$ cat src/rtl/credit_tx_fifo.sv
// rtl/credit_tx_fifo.sv - credit-gated transmit staging FIFO feeding a link with no back-pressure
// Flits leave only while the far receiver has granted credits; yumi pulses return them.
module credit_tx_fifo #(
    parameter int DATA_WIDTH   = 64,
    parameter int FIFO_DEPTH   = 4,
    parameter int CREDIT_WIDTH = 3,
    parameter int INIT_CREDITS = 1,
    parameter int MAX_CREDITS  = 4
) (
    input  logic                            clk,
    input  logic                            rst,
    input  logic                            in_valid,
    input  logic [DATA_WIDTH-1:0]           in_data,
    output logic                            in_ready,
    input  logic [31:0]                     dest,
    output logic                            link_valid,
    output logic [DATA_WIDTH-1:0]           link_data,
    output logic [31:0]                     link_dest,
    input  logic                            yumi,
    output logic [CREDIT_WIDTH-1:0]         credits,
    output logic [$clog2(FIFO_DEPTH):0]     fifo_count,
    output logic [31:0]                     sent_count,
    output logic                            credit_err
);
    localparam int AW = $clog2(FIFO_DEPTH);
    localparam int CW = AW + 1;

    typedef enum logic [1:0] {IDLE, SEND, STALL} state_t;

    state_t                    state_q, state_d;
    logic [DATA_WIDTH+31:0]    mem_q [FIFO_DEPTH];
    logic [AW-1:0]             wr_ptr_q, rd_ptr_q;
    logic [CW-1:0]             count_q, count_d;
    logic [CREDIT_WIDTH-1:0]   credits_q, credits_d;
    logic [31:0]               sent_q;
    logic                      err_q, err_d;
    logic                      push, send;
    logic [DATA_WIDTH+31:0]    head;

    assign in_ready = (count_q != CW'(FIFO_DEPTH));
    assign push     = in_valid && in_ready;
    // SEND is registered from the next-cycle occupancy and credits, so it equals (count != 0 && credits != 0).
    assign send     = (state_q == SEND);
    assign head     = mem_q[rd_ptr_q];

    always_comb begin
        count_d   = count_q + CW'(push) - CW'(send);
        credits_d = credits_q;
        err_d     = err_q;
        if (yumi && !send && credits_q == CREDIT_WIDTH'(MAX_CREDITS)) begin
            err_d = 1'b1;
        end else begin
            credits_d = credits_q - CREDIT_WIDTH'(send) + CREDIT_WIDTH'(yumi);
        end
        if (count_d == '0) begin
            state_d = IDLE;
        end else if (credits_d == '0) begin
            state_d = STALL;
        end else begin
            state_d = SEND;
        end
    end

    always_ff @(posedge clk) begin
        if (rst) begin
            state_q   <= IDLE;
            wr_ptr_q  <= '0;
            rd_ptr_q  <= '0;
            count_q   <= '0;
            credits_q <= CREDIT_WIDTH'(INIT_CREDITS);
            sent_q    <= '0;
            err_q     <= 1'b0;
        end else begin
            state_q   <= state_d;
            count_q   <= count_d;
            credits_q <= credits_d;
            err_q     <= err_d;
            if (push) wr_ptr_q <= wr_ptr_q + AW'(1);
            if (send) begin
                rd_ptr_q <= rd_ptr_q + AW'(1);
                sent_q   <= sent_q + 32'd1;
            end
        end
    end

    // Storage carries no reset; occupancy alone decides which entries are live.
    always_ff @(posedge clk) begin
        if (!rst && push) mem_q[wr_ptr_q] <= {dest, in_data};
    end

    assign link_valid = send;
    assign link_data  = send ? head[DATA_WIDTH-1:0]  : '0;
    assign link_dest  = send ? head[DATA_WIDTH+:32]  : '0;
    assign credits    = credits_q;
    assign fifo_count = count_q;
    assign sent_count = sent_q;
    assign credit_err = err_q;
endmodule

$ cat config.mk
export PLATFORM = sky130hd
export DESIGN_NAME = credit_tx_fifo
export DESIGN_NICKNAME = d
export VERILOG_FILES = /design/src/rtl/credit_tx_fifo.sv
export SDC_FILE = /design/constraint.sdc
export NUM_CORES = 1
export LEC_CHECK = 0
export BUFFER_PORTS_ARGS = -buffer_cell sky130_fd_sc_hd__buf_4
export CORE_MARGIN = 5
export CORE_UTILIZATION = 51
export DETAILED_ROUTE_END_ITERATION = 12
export PLACE_DENSITY = 0.73
export SLEW_MARGIN = 25
export SYNTH_ARGS = -nofsm -noshare
export SYNTH_HDL_FRONTEND = slang
export SYNTH_SLANG_ARGS = --single-unit
$ cat constraint.sdc
create_clock -name clk -period 3.4 [get_ports clk]
set_input_delay 0.34 -clock clk [delete_from_list [all_inputs] [get_ports clk]]
set_output_delay 0.34 -clock clk [all_outputs]
set_load 0.1 [all_outputs]
==> flow_summary.json <==
{
  "dp_cells": 1515,
  "maxSlewViolCount": 0,
  "drive_gt1_share_pct": 35.7,
  "syn-instance-count": 863,
  "max_freq_mhz": 354,
  "overflow": 0,
  "setup_viol": 0,
  "reg2reg_slack_ps": 700,
  "startpoint_type": "flop",
  "worst-path-max-fanout": 27,
  "cp.required_ps": 3060,
  "slew_headroom_pct": 50.8,
  "finClkSkew_ps": 11.0,
  "postSynthAreaPerCell_sq_um": 19.4,
  "dr.first_iter.drc_count": 388,
  "switching_share_pct": 41.0,
  "io-pin-count": 237,
  "clk_latency_ps": 520,
  "finalWeightedCongestion": 0.791,
  "ir_drop_uv": 677,
  "power_frac_seq_pct": 36.0,
  "grt_pass1_vias": 9318,
  "synthFlopType": "edfxtp_1",
  "route.met2.wl_um": 16600,
  "post-cts-setup-buffers": 0,
  "drc_errors": 0,
  "wl_um": 33400,
  "async_reset_ff_share_pct": 0,
  "holdCritPathClass": "in2reg",
  "tns_ps": 0,
  "core_sq_um": 32500,
  "die_h_um": 191,
  "netlist_area_sq_um": 16700,
  "start_util_pct": 51.5,
  "cts_tree": "done",
  "num_rows": 66,
  "leakage_nw": 7.18,
  "period_share_pct": 83.2,
  "synth.net_count": 974,
  "yosysTopAreaCell": "edfxtp_1",
  "routedLengthMet1_um": 13700,
  "final_cell_mix": "edfxtp_1, buf_4, and2_1",
  "min_to": "mem_q[0][76]",
  "drv_cap": 0,
  "power_frac_comb_pct": 40.5,
  "critPathKind": "reg2out",
  "synth-edff-count": 384,
  "ys_ff_latch": 431,
  "tightest_slew_ps": 738,
  "numCtsBuffers": 43,
  "fin_crit_ps": 2830,
  "end_kind": "output pin",
  "final_common_cell": "edfxtp_1",
  "min_from": "dest[12]",
  "die_area_sq_um": 36500,
  "r2r_cells": 11,
  "final_cells": 1627,
  "grt_max_degree": 106,
  "die_w_um": 191,
  "power.internal_mw": 10.4,
  "cts_max_path_buffers": 3,
  "cts.sinks": 431,
  "dr.pass1.iters": 5,
  "final_util_pct": 63.8,
  "grt_first_pass_wirelength_um": 51800,
  "antenna_found_initial": 2,
  "reg2reg_from": "fifo_count[1]",
  "yosysSeqAreaShare_pct": 74.6,
  "min_delay_path_depth": 1,
  "wl_met3_um": 2600,
  "cts-root-buf": "clkbuf_16",
  "ys_warn_count": 0,
  "ys_types": 39,
  "timing.rr.end": "state_q[1]",
  "hpwl_um": 20400,
  "fill_cells": 2272,
  "cts.clk_slew.worst_paths_ps": 60,
  "fin_nets": 1265,
  "wl_per_cell_um": 20.5,
  "dr_total_vias": 8782,
  "htree_levels": 2,
  "area.growth.synth_to_final_pct": 23.8,
  "rsz0062_at_grt": "false",
  "p_clk_share_pct": 23.5,
  "status": "complete, no violations",
  "p_switching_mw": 7.23,
  "routed_via_density": 5.40,
  "ys_top_cells_by_area": "edfxtp_1, mux4_2, dfxtp_1, and2_1, ha_1",
  "port_buffers": 236,
  "highest_layer": "met5",
  "grt_use_total_pct": 18.2,
  "finalHoldViolations": 0,
  "cp.arrival_ps": 2490,
  "power_density_nw_per_um2": 851,
  "synth_top_area_share_pct": 69.0,
  "antenna_left": 0
}
critical path, stage by stage, from the launching register on:
cell	delay (ps)
dfxtp_4	650
buf_12	310
mux4_2	580
and2_1	190
buf_4	230
worst max path at each step:
stage	depth (start not counted)	end	from
floorplan	12	state_q[1]	state_q[1]
global placement	11	state_q[1]	fifo_count[1]
detailed placement	11	state_q[1]	fifo_count[1]
CTS	5	link_data[28]	state_q[1]
global route	4	link_dest[13]	flop
finish	4	link_data[61]	flop
layer usage:
layer	global-route usage, %	vias to the layer above
met3	5.04	46
met4	3.65	2
met5	0	-
li1	-	3996
met2	30.5	259
met1	24.3	4479
logic make-up after synthesis:
group / share of synthesized area [%]
compound gates: 1.19
flops: 74.6
buf+inv: 1.51
xor+xnor: 0.839
simple gates: 7.42
fa+ha+maj: 0.914
mux: 13.5
synth_stat cells (2+ instances only):
cell	number
a21oi_1	15
and2_1	102
and3_1	3
and4_1	4
buf_1	3
buf_2	13
buf_6	2
clkbuf_1	25
dfxtp_1	47
edfxtp_1	384
fa_1	2
ha_1	9
inv_1	16
mux2_2	8
mux4_2	96
nand2_1	15
nand3_1	11
nand4_1	8
nor2_1	28
nor2b_1	10
nor3_1	7
o21ai_0	5
o31a_1	2
o31ai_1	9
or3_1	4
or4_1	8
xnor2_1	4
xor2_1	12
sequential cells by signal (all words and copies together), names as in the netlist, named ones only:
signal and count:
sent_count 32, fifo_count 3, mem_q 384, wr_ptr_q 2
state_q 2, credit_err 1, rd_ptr_q 2, credits 3
what timing repair did:
item                                   CTS  global route
resized for setup                        0             0
endpoints found under the hold margin  124             0
hold buffers                            36             0
area by class of cell:
type                       count  area (sq um)  share of cell area, %
tap                          442           553                   2.67
sequential                   431         12500                   60.3
timing repair buffer         289          2390                   11.5
multi-input combinational    373          3990                   19.3
antenna                        1          2.50                 0.0121
clock inverter                20          90.1                  0.435
inverter                      16          60.1                  0.290
clock buffer                  55          1120                   5.42
through the flow:
step	hold slack, ps	cell area, sq um	total power, mW	setup slack [ps]
after floorplan	439	16700	12.0	30.8
after global placement	462	19100	13.6	772
after detailed placement	471	19100	13.6	692
after CTS	0.00297	20700	17.8	439
after global routing	1.00	20700	18.3	403
final	22.2	20700	17.6	571
power groups by stage:
stage / logic [mW] / clock network [mW] / registers (mW)
3_5_place_dp: 7.15 / 0 / 6.47
2_1_floorplan: 5.40 / 0 / 6.60
3_3_place_gp: 7.13 / 0 / 6.45
4_1_cts: 7.21 / 4.25 / 6.36
5_1_grt: 7.45 / 4.48 / 6.39
6_report: 7.13 / 4.13 / 6.35
(Power assumes the default switching activity.)
